**src/rtl/mops_sdo_pkg.sv**
```systemverilog
// Shared types and CANopen SDO constants for the MOPS SDO responder.
package mops_sdo_pkg;

  typedef struct packed {
    logic [10:0] cob_id;
    logic        rtr;
    logic [63:0] data;
  } frame_t;

  typedef enum logic [2:0] {
    S_IDLE,
    S_DECODE,
    S_FETCH,
    S_BUILD,
    S_SEND
  } state_t;

  typedef enum logic [1:0] {
    RESP_UPLOAD,
    RESP_DOWNLOAD,
    RESP_ABORT
  } resp_kind_t;

  localparam logic [7:0] SDO_CMD_UPLOAD_REQ = 8'h40;
  localparam logic [7:0] SDO_CMD_UPLOAD_RSP = 8'h4B;
  localparam logic [7:0] SDO_CMD_DL_4B      = 8'h23;
  localparam logic [7:0] SDO_CMD_DL_2B      = 8'h2B;
  localparam logic [7:0] SDO_CMD_DL_1B      = 8'h2F;
  localparam logic [7:0] SDO_CMD_DL_RSP     = 8'h60;
  localparam logic [7:0] SDO_CMD_ABORT      = 8'h80;

  localparam logic [31:0] ABORT_BAD_CMD   = 32'h0504_0001;
  localparam logic [31:0] ABORT_READ_ONLY = 32'h0601_0002;
  localparam logic [31:0] ABORT_NO_OBJECT = 32'h0602_0000;
  localparam logic [31:0] ABORT_BAD_LEN   = 32'h0607_0010;
  localparam logic [31:0] ABORT_BAD_SUB   = 32'h0609_0011;
  localparam logic [31:0] ABORT_TIMEOUT   = 32'h0800_0000;

  localparam logic [15:0] IDX_ADC = 16'h2400;
  localparam logic [15:0] IDX_CFG = 16'h2200;

  localparam logic [10:0] COB_SDO_RX = 11'h600;
  localparam logic [10:0] COB_SDO_TX = 11'h580;

  // Any expedited/segmented download initiate command has 0x2 in the upper nibble.
  function automatic logic is_download(input logic [7:0] cmd);
    return cmd[7:4] == 4'h2;
  endfunction

endpackage

```
**src/rtl/mops_sdo_frame_builder.sv**
```systemverilog
// Combinational packing of an SDO server response frame; multi-byte fields go out LSB first.
module mops_sdo_frame_builder
  import mops_sdo_pkg::*;
(
  input  resp_kind_t  kind_i,
  input  logic [6:0]  node_id_i,
  input  logic [15:0] index_i,
  input  logic [7:0]  sub_i,
  input  logic [31:0] value_i,
  output frame_t      frame_o
);

  logic [7:0]  cmd;
  logic [31:0] payload;

  always_comb begin
    cmd     = SDO_CMD_ABORT;
    payload = value_i;
    case (kind_i)
      RESP_UPLOAD:   cmd = SDO_CMD_UPLOAD_RSP;
      RESP_DOWNLOAD: begin
        cmd     = SDO_CMD_DL_RSP;
        payload = '0;
      end
      default:       cmd = SDO_CMD_ABORT;
    endcase
  end

  assign frame_o.cob_id = COB_SDO_TX + {4'h0, node_id_i};
  assign frame_o.rtr    = 1'b0;
  assign frame_o.data   = {cmd, index_i[7:0], index_i[15:8], sub_i,
                           payload[7:0], payload[15:8], payload[23:16], payload[31:24]};

endmodule

```
**src/rtl/mops_sdo_responder.sv**
```systemverilog
// CANopen SDO server standing in for one MOPS node: ADC uploads plus a config register.
// Define MOPS_SDO_DOWNLOAD_EN to make the config register writable by expedited download.
module mops_sdo_responder
  import mops_sdo_pkg::*;
#(
  parameter int unsigned ADC_TIMEOUT = 255,
  parameter int unsigned N_ADC_CH    = 35,
  parameter logic [15:0] CFG_RST     = 16'h0
) (
  input  logic        clk,
  input  logic        rst,
  input  logic [6:0]  node_id,
  input  logic [75:0] rx_frame,
  input  logic        rx_valid,
  output logic        rx_ready,
  output logic [75:0] tx_frame,
  output logic        tx_valid,
  input  logic        tx_ready,
  output logic        adc_req,
  output logic [5:0]  adc_ch,
  input  logic        adc_ack,
  input  logic [11:0] adc_data,
  output logic [15:0] cfg_reg,
  output logic [7:0]  abort_cnt
);

  localparam int unsigned TW = (ADC_TIMEOUT < 2) ? 1 : $clog2(ADC_TIMEOUT + 1);

  state_t      state_q, state_d;
  logic [6:0]  node_q, node_d;
  logic [7:0]  cmd_q, cmd_d;
  logic [15:0] index_q, index_d;
  logic [7:0]  sub_q, sub_d;
  resp_kind_t  kind_q, kind_d;
  logic [31:0] payload_q, payload_d;
  logic [TW-1:0] timer_q, timer_d;
  logic        rx_ready_q, rx_ready_d;
  logic        tx_valid_q, tx_valid_d;
  frame_t      tx_frame_q, tx_frame_d;
  logic        adc_req_q, adc_req_d;
  logic [5:0]  adc_ch_q, adc_ch_d;
  logic [15:0] cfg_q, cfg_d;
  logic [7:0]  abort_cnt_q, abort_cnt_d;

  frame_t rx_in;
  frame_t built;
  assign rx_in = rx_frame;

`ifdef MOPS_SDO_DOWNLOAD_EN
  logic [15:0] wdata_q, wdata_d;
  logic        unused_rx;
  assign unused_rx = ^rx_frame[15:0];
`else
  logic        unused_rx;
  assign unused_rx = ^rx_frame[31:0];
`endif

  mops_sdo_frame_builder u_builder (
    .kind_i    (kind_q),
    .node_id_i (node_q),
    .index_i   (index_q),
    .sub_i     (sub_q),
    .value_i   (payload_q),
    .frame_o   (built)
  );

  always_comb begin
    // NOTE: every _d defaults to its _q before the case so no path can infer a latch.
    state_d     = state_q;
    node_d      = node_q;
    cmd_d       = cmd_q;
    index_d     = index_q;
    sub_d       = sub_q;
    kind_d      = kind_q;
    payload_d   = payload_q;
    timer_d     = timer_q;
    tx_valid_d  = tx_valid_q;
    tx_frame_d  = tx_frame_q;
    adc_req_d   = 1'b0;
    adc_ch_d    = adc_ch_q;
    cfg_d       = cfg_q;
    abort_cnt_d = abort_cnt_q;
`ifdef MOPS_SDO_DOWNLOAD_EN
    wdata_d     = wdata_q;
`endif

    case (state_q)
      S_IDLE: begin
        if (rx_valid && rx_ready_q && !rx_in.rtr &&
            rx_in.cob_id == (COB_SDO_RX + {4'h0, node_id})) begin
          node_d  = node_id;
          cmd_d   = rx_in.data[63:56];
          index_d = {rx_in.data[47:40], rx_in.data[55:48]};
          sub_d   = rx_in.data[39:32];
`ifdef MOPS_SDO_DOWNLOAD_EN
          wdata_d = {rx_in.data[23:16], rx_in.data[31:24]};
`endif
          state_d = S_DECODE;
        end
      end

      S_DECODE: begin
        state_d = S_BUILD;
        kind_d  = RESP_ABORT;
        if (index_q == IDX_ADC) begin
          if (cmd_q != SDO_CMD_UPLOAD_REQ) begin
            payload_d = ABORT_BAD_CMD;
          end else if (sub_q == 8'd0 || sub_q > 8'(N_ADC_CH)) begin
            payload_d = ABORT_BAD_SUB;
          end else begin
            state_d   = S_FETCH;
            adc_req_d = 1'b1;
            adc_ch_d  = sub_q[5:0];
            timer_d   = '0;
          end
        end else if (index_q == IDX_CFG) begin
          if (cmd_q == SDO_CMD_UPLOAD_REQ) begin
            if (sub_q != 8'd0) begin
              payload_d = ABORT_BAD_SUB;
            end else begin
              kind_d    = RESP_UPLOAD;
              payload_d = {16'h0, cfg_q};
            end
`ifdef MOPS_SDO_DOWNLOAD_EN
          end else if (cmd_q == SDO_CMD_DL_2B) begin
            if (sub_q != 8'd0) begin
              payload_d = ABORT_BAD_SUB;
            end else begin
              kind_d    = RESP_DOWNLOAD;
              payload_d = '0;
            end
          end else if (cmd_q == SDO_CMD_DL_4B || cmd_q == SDO_CMD_DL_1B) begin
            payload_d = ABORT_BAD_LEN;
`else
          end else if (is_download(cmd_q)) begin
            payload_d = ABORT_READ_ONLY;
`endif
          end else begin
            payload_d = ABORT_BAD_CMD;
          end
        end else begin
          payload_d = ABORT_NO_OBJECT;
        end
      end

      S_FETCH: begin
        // An ack wins over the timeout if both land in the same cycle.
        if (adc_ack) begin
          kind_d    = RESP_UPLOAD;
          payload_d = {20'h0, adc_data};
          state_d   = S_BUILD;
        end else if (timer_q == TW'(ADC_TIMEOUT)) begin
          kind_d    = RESP_ABORT;
          payload_d = ABORT_TIMEOUT;
          state_d   = S_BUILD;
        end else begin
          timer_d = timer_q + 1'b1;
        end
      end

      S_BUILD: begin
        tx_frame_d = built;
        tx_valid_d = 1'b1;
        state_d    = S_SEND;
        if (kind_q == RESP_ABORT && abort_cnt_q != 8'hFF) begin
          abort_cnt_d = abort_cnt_q + 8'd1;
        end
`ifdef MOPS_SDO_DOWNLOAD_EN
        if (kind_q == RESP_DOWNLOAD) begin
          cfg_d = wdata_q;
        end
`endif
      end

      S_SEND: begin
        if (tx_ready) begin
          tx_valid_d = 1'b0;
          state_d    = S_IDLE;
        end
      end

      default: state_d = S_IDLE;
    endcase

    // Registered so it stays low while reset is asserted.
    rx_ready_d = (state_d == S_IDLE);
  end

  always_ff @(posedge clk or posedge rst) begin
    if (rst) begin
      state_q     <= S_IDLE;
      node_q      <= '0;
      cmd_q       <= '0;
      index_q     <= '0;
      sub_q       <= '0;
      kind_q      <= RESP_ABORT;
      payload_q   <= '0;
      timer_q     <= '0;
      rx_ready_q  <= 1'b0;
      tx_valid_q  <= 1'b0;
      tx_frame_q  <= '0;
      adc_req_q   <= 1'b0;
      adc_ch_q    <= '0;
      cfg_q       <= CFG_RST;
      abort_cnt_q <= '0;
`ifdef MOPS_SDO_DOWNLOAD_EN
      wdata_q     <= '0;
`endif
    end else begin
      // NOTE: nonblocking assignments so every register samples the same pre-edge values.
      state_q     <= state_d;
      node_q      <= node_d;
      cmd_q       <= cmd_d;
      index_q     <= index_d;
      sub_q       <= sub_d;
      kind_q      <= kind_d;
      payload_q   <= payload_d;
      timer_q     <= timer_d;
      rx_ready_q  <= rx_ready_d;
      tx_valid_q  <= tx_valid_d;
      tx_frame_q  <= tx_frame_d;
      adc_req_q   <= adc_req_d;
      adc_ch_q    <= adc_ch_d;
      cfg_q       <= cfg_d;
      abort_cnt_q <= abort_cnt_d;
`ifdef MOPS_SDO_DOWNLOAD_EN
      wdata_q     <= wdata_d;
`endif
    end
  end

  assign rx_ready  = rx_ready_q;
  assign tx_valid  = tx_valid_q;
  assign tx_frame  = tx_frame_q;
  assign adc_req   = adc_req_q;
  assign adc_ch    = adc_ch_q;
  assign cfg_reg   = cfg_q;
  assign abort_cnt = abort_cnt_q;

endmodule

```
**config.mk**
```make
export PLATFORM = sky130hd
export DESIGN_NAME = mops_sdo_responder
export DESIGN_NICKNAME = d
export VERILOG_FILES = /design/src/rtl/mops_sdo_pkg.sv /design/src/rtl/mops_sdo_frame_builder.sv /design/src/rtl/mops_sdo_responder.sv
export SDC_FILE = /design/constraint.sdc
export NUM_CORES = 1
export LEC_CHECK = 0
export ABC_CLOCK_PERIOD_IN_PS = 8800
export BUFFER_PORTS_ARGS = -buffer_cell sky130_fd_sc_hd__buf_4
export CAP_MARGIN = 40
export CORE_MARGIN = 2
export CORE_UTILIZATION = 54
export DETAILED_ROUTE_END_ITERATION = 8
export HOLD_SLACK_MARGIN = 0.08
export PLACE_DENSITY = 0.81
export SLEW_MARGIN = 20
export SYNTH_ARGS = -nofsm -noshare
export SYNTH_HDL_FRONTEND = slang
export SYNTH_SLANG_ARGS = --single-unit
```
**constraint.sdc**
```tcl
create_clock -name clk -period 8.8 [get_ports clk]
set_input_delay 1.32 -clock clk [delete_from_list [all_inputs] [get_ports clk]]
set_output_delay 1.32 -clock clk [all_outputs]
set_load 0.05 [all_outputs]
```
Word level (Yosys, flattened, before mapping)
Cells that the tools add are included.

Reductions and logical operators: 20. Equality and inequality tests: 22. Divide/modulo/power cells: 0. Add/sub/neg operators: 4. Multiplexer cells: 39. Bitwise gates (word level): 2. Shift-type cells: 0. Order comparisons: 1. $mul: 0.

Operators with widths (number): 32-bit two-way mux (8); 32-bit one-hot mux with 2 select lines (1); 8-bit two-way mux (5); 16-bit by 14-bit equality test with 1-bit output, second input constant (2); 8-bit one-hot mux with 2 select lines (2); 27-bit two-way mux (1); 26-bit two-way mux (1); 8-bit by 1-bit adder with 8-bit output, second input constant (2); 3-bit one-hot mux with 5 select lines (1); 2-bit two-way mux (6); 3-bit two-way mux (4); 2-bit inequality test, second input constant (6); 10-bit by 8-bit adder with 11-bit output, first input constant (1); 11-bit by 7-bit adder with 11-bit output, first input constant (1); 11-bit equality test (1); 8-bit by 7-bit equality test with 1-bit output, second input constant (1); 8-bit equality test, second input constant (1); 8-bit by 6-bit greater-than comparator with 1-bit output, second input constant (1); 8-bit logical NOT (1); 1-bit two-way mux (8); 8-bit by 7-bit inequality test with 1-bit output, second input constant (1); 8-bit inequality test, second input constant (1); 2-bit AND reduction (4); 8-bit nonzero test (1); other kinds (20) (27).

Memory bits (writable): 0. Flip-flop bits (word level): 176. Word-level logic and storage cells: 103. Output and inout port bits: 109. Bits in latches: 0. Input bits: 100. Bits in read-only memories: 0. Memories: 0.

Logic depth before layout (Yosys ltp)
Depth after elaboration: 7. Mapped depth: 7. Gate-level depth less buffers: 6.

Cells and area by module
From an unflattened synthesis, not the netlist that was laid out.

Cells, all modules: 555. Area, all modules: 7288.2 um^2.

By module, submodules not included: mops_sdo_responder (cells each 473, sequential area each 4080.2 um^2, area an instance 6717.7 um^2, times used 1); mops_sdo_frame_builder (cells each 82, sequential area each 0.0 um^2, area an instance 570.5 um^2, times used 1).

Worst setup path after synthesis
No wires, ideal clock.

Path kind: input to register. Start: in rx_frame[64]. End: reg cmd_q[3]. Data required time: 8.675 ns. Path slack: 5.818 ns. Library setup time: 0.125 ns. Cell stages on the path: 5. Arrival time: 2.857 ns. Path buffers: 1. Path through: nor4b_1 nand4_1 nor3_1 clkbuf_1 mux2_2.

Word-level cells in the longest chain between the ends: 4.

Ends and longest elaborated chain: from (decl) (RTL line mops_sdo_responder.sv:13) `input logic [75:0] rx_frame,`; 1-bit logical NOT (RTL line mops_sdo_responder.sv:89) `if (rx_valid && rx_ready_q && !rx_in.rtr &&`; 1-bit logical AND (2 in series) (RTL line mops_sdo_responder.sv:89); 2-bit AND reduction (no source line); to (signal assigned) (RTL line mops_sdo_responder.sv:213) `cmd_q <= cmd_d;`; to (decl) (RTL line mops_sdo_responder.sv:31) `logic [7:0] cmd_q, cmd_d;`.

No other way between the ends. A chain may end at the register's enable or synchronous reset.

Worst setup path in the final report
Start: in rx_frame[64]. End: reg sub_q[5].

Word-level cells in the longest chain between the ends: 4.

Ends and longest elaborated chain: 1-bit logical NOT (RTL line mops_sdo_responder.sv:89); 1-bit logical AND (2 in series) (RTL line mops_sdo_responder.sv:89); 2-bit AND reduction (no source line); to (signal assigned) (RTL line mops_sdo_responder.sv:215) `sub_q <= sub_d;`; to (decl) (RTL line mops_sdo_responder.sv:33) `logic [7:0] sub_q, sub_d;`.

No other way between the ends.

==> impl_metrics.tcl <==
set metrics [dict create \
    cp_data_required_time_ps 9090 \
    tns_ps 0 \
    synthAdderAreaFrac_pct 0.4102 \
    slew_viol_final 0 \
    synth_top_area_cell "dfrtp_1" \
    path_class "input pin to register" \
    power_frac_comb_pct 29.5 \
    grt_pass1_vias 4152 \
    synthTopCellsByArea "dfrtp_1 57%, mux2_2 18%, buf_4 4.9%, xnor2_1 2.2%, mux2_1 1.5%" \
    grt-ovfl-total 0 \
    p_total_mw 2.257 \
    ctsHoldBuffers 0 \
    rows 38 \
    cp_max_fo 38 \
    hp-class "register to register" \
    synthMuxAreaShare_pct 19.20 \
    cts_num_sinks 140 \
    ys_seq_elements 140 \
    nets 707 \
    rsz0062_at_grt "no" \
    ys_types 51 \
    cts_tree "done" \
    intPower_mw 1.487 \
    hold_slack_ps 487.3 \
    utilization_pct 71.59 \
    start_kind "input pin" \
    gp_congestion 0.8144 \
    antenna_left 0 \
    drive_gt1_share_pct 48.06 \
    drt_iter0_markers 221 \
    avgSynthCellArea_sq_um 13.26 \
    finalSetupViolCount 0 \
    root_buffer "clkbuf_16" \
    ys_seq_area_share_pct 57.44 \
    area_growth_pct 28.32 \
    chipHeight_um 110.3 \
    final_cells 758 \
    synth-edff-count 0 \
    grtUsageTotal_pct 22.47 \
    final_area_sq_um 7829 \
    post_cts_buffers 0 \
    slew_headroom_pct 48.45 \
    insertion_delay_ps 410 \
    fin_crit_sh_pct 32.55 \
    cap_viol_max_count 0 \
    antenna_cells 0 \
    vdd_drop_max_v 0.0002162 \
    cts_resized 0 \
    synth.top_cell.area_share_pct 57.01 \
    die-area_sq_um 12160 \
    ios 209 \
    coreArea_sq_um 10940 \
    start_util_pct 55.79 \
    worst_pin_slew_ps 769.8 \
    clk_path_buf_depth 2 \
    sw_frac_of_total_pct 34.11 \
    powerDensity_nw_per_um2 288.3 \
    dp_hpwl_um 9082 \
    post_dp_cell_area_sq_um 7184 \
    drt-vias-per-instance 5.327 \
    p_sw_uw 770.0 \
    post-place-ws_ps 5521 \
    clkPwrFrac_pct 33.6 \
    port_buffers 143 \
    drt-total-wl_um 12900 \
    yosysMostFrequentCell "dfrtp_1" \
    finalWorstSetupSlack_ps 5935 \
    antenna_found_initial 0 \
    first_pass_iters 4 \
    fin_crit_ps 2865 \
    p_leak_nw 4.023 \
    htree_levels 4 \
    synth-simple-area-share_pct 9.537 \
    post-place-cells 726 \
    grt_pass1_wl_um 20490 \
    die_width_um 110.3 \
    run_status "completed" \
    worstSetupEndpointType "register" \
    wl_per_cell_um 17.02 \
    p_seq_share_pct 36.8 \
    numCtsBuffers 17 \
    critPathArrivalTime_ps 3150 \
    yosys_warnings 0 \
    skew_ps 6.575 \
    ys.flop_type "dfrtp_1" \
    netlist_instances 460 \
    synthTopCellsByCount "139 x dfrtp_1, 96 x mux2_2, 40 x buf_4" \
    async_flop_share_pct 100.0 \
    clk_pin_slew_ps 60 \
    synth_xor_area_share_pct 2.441 \
    nFillCells 781 \
    synth_top_family_by_area "multiplexers" \
    syn_area_sq_um 6101 \
    grt_max_degree 58 \
    dr_total_vias 4038 \
    drc 0 \
    fmax_mhz 349.1 \
    synth-compound-area-share_pct 4.594 \
    hold_violations 0 \
]
[critical path, stage by stage]
cell and delay (ps):
buf_4 110, nor4b_1 280, nand4_1 140, nor3_2 360
buf_4 510, mux2_2 400
[logic make-up (layout without fill, tap and decap cells)]
group / count (synthesis) / count (layout)
simple gates: 97 / 97
fa+ha+maj: 2 / 2
flops: 140 / 140
mux: 104 / 104
other cells: 1 / 33
compound gates: 39 / 39
buf+inv: 60 / 186
xor+xnor: 17 / 17
[final cells by class]
cell class	count	area (sq um)	area share, %
sequential	140	3505	44.77
tap	140	175.2	2.237
timing repair buffer	149	1142	14.59
clock inverter	11	163.9	2.094
multi-input combinational	292	2338	29.87
inverter	5	23.77	0.3037
clock buffer	21	480.5	6.137
[per-layer routing]
| metal | GRT usage, % | share of wire (%) | vias up |
|---|---|---|---|
| li1 | - | - | 1863 |
| met1 | 28.37 | 42 | 2019 |
| met2 | 36.46 | 49 | 140 |
| met3 | 7.643 | 6.9 | 16 |
| met4 | 7.589 | 1.3 | 0 |
| met5 | 0 | 0 | - |
[placed cells by master (no fill, tap or decap), types with 4 or more instances in the layout]
| cell type | instances |
|---|---|
| buf_4 | 147 |
| dfrtp_1 | 139 |
| mux2_2 | 96 |
| conb_1 | 33 |
| nand2_1 | 22 |
| clkbuf_16 | 17 |
| xnor2_1 | 15 |
| nor2_1 | 12 |
| a22o_1 | 9 |
| nand4_1 | 8 |
| o21ai_0 | 8 |
| mux2_1 | 8 |
| nand3_1 | 7 |
| nor3_1 | 7 |
| nor4_1 | 5 |
| nand2b_1 | 5 |
| a21oi_1 | 4 |
| inv_1 | 4 |
| or4_4 | 4 |
| clkbuf_8 | 4 |
| bufinv_16 | 4 |
| clkinv_2 | 4 |
[power by group through the flow]
stage | combinational [mW] | sequential (mW) | clock [mW]
floorplan | 0.337 | 0.996 | 0
global placement | 0.647 | 0.833 | 0
detailed placement | 0.670 | 0.841 | 0
CTS | 0.672 | 0.831 | 0.775
global route | 0.711 | 0.846 | 0.800
finish | 0.667 | 0.831 | 0.759
[path summary, 6_finish.rpt]
path	cells past startpoint	slack (ps)	to	from
setup reg to reg	6	6110	payload_q[24]	index_q[9]
max in group asynchronous	4	6690	sub_q[5]	rst
min in group asynchronous	2	970	payload_q[1]	rst
hold / removal	1	490	payload_q[26]	payload_q[26]
setup / recovery	6	5940	sub_q[5]	rx_frame[64]
hold reg to reg	1	490	payload_q[26]	payload_q[26]
[registers in the layout (all words and copies together) (netlist names)]
name / count
payload_q: 19
tx_frame: 53
node_q: 7
rx_ready: 1
timer_q: 8
index_q: 16
sub_q: 8
tx_valid: 1
abort_cnt: 8
adc_req: 1
adc_ch: 6
kind_q: 1
cmd_q: 8
state_q: 3
No activity file was read; power rests on OpenSTA's default activity.
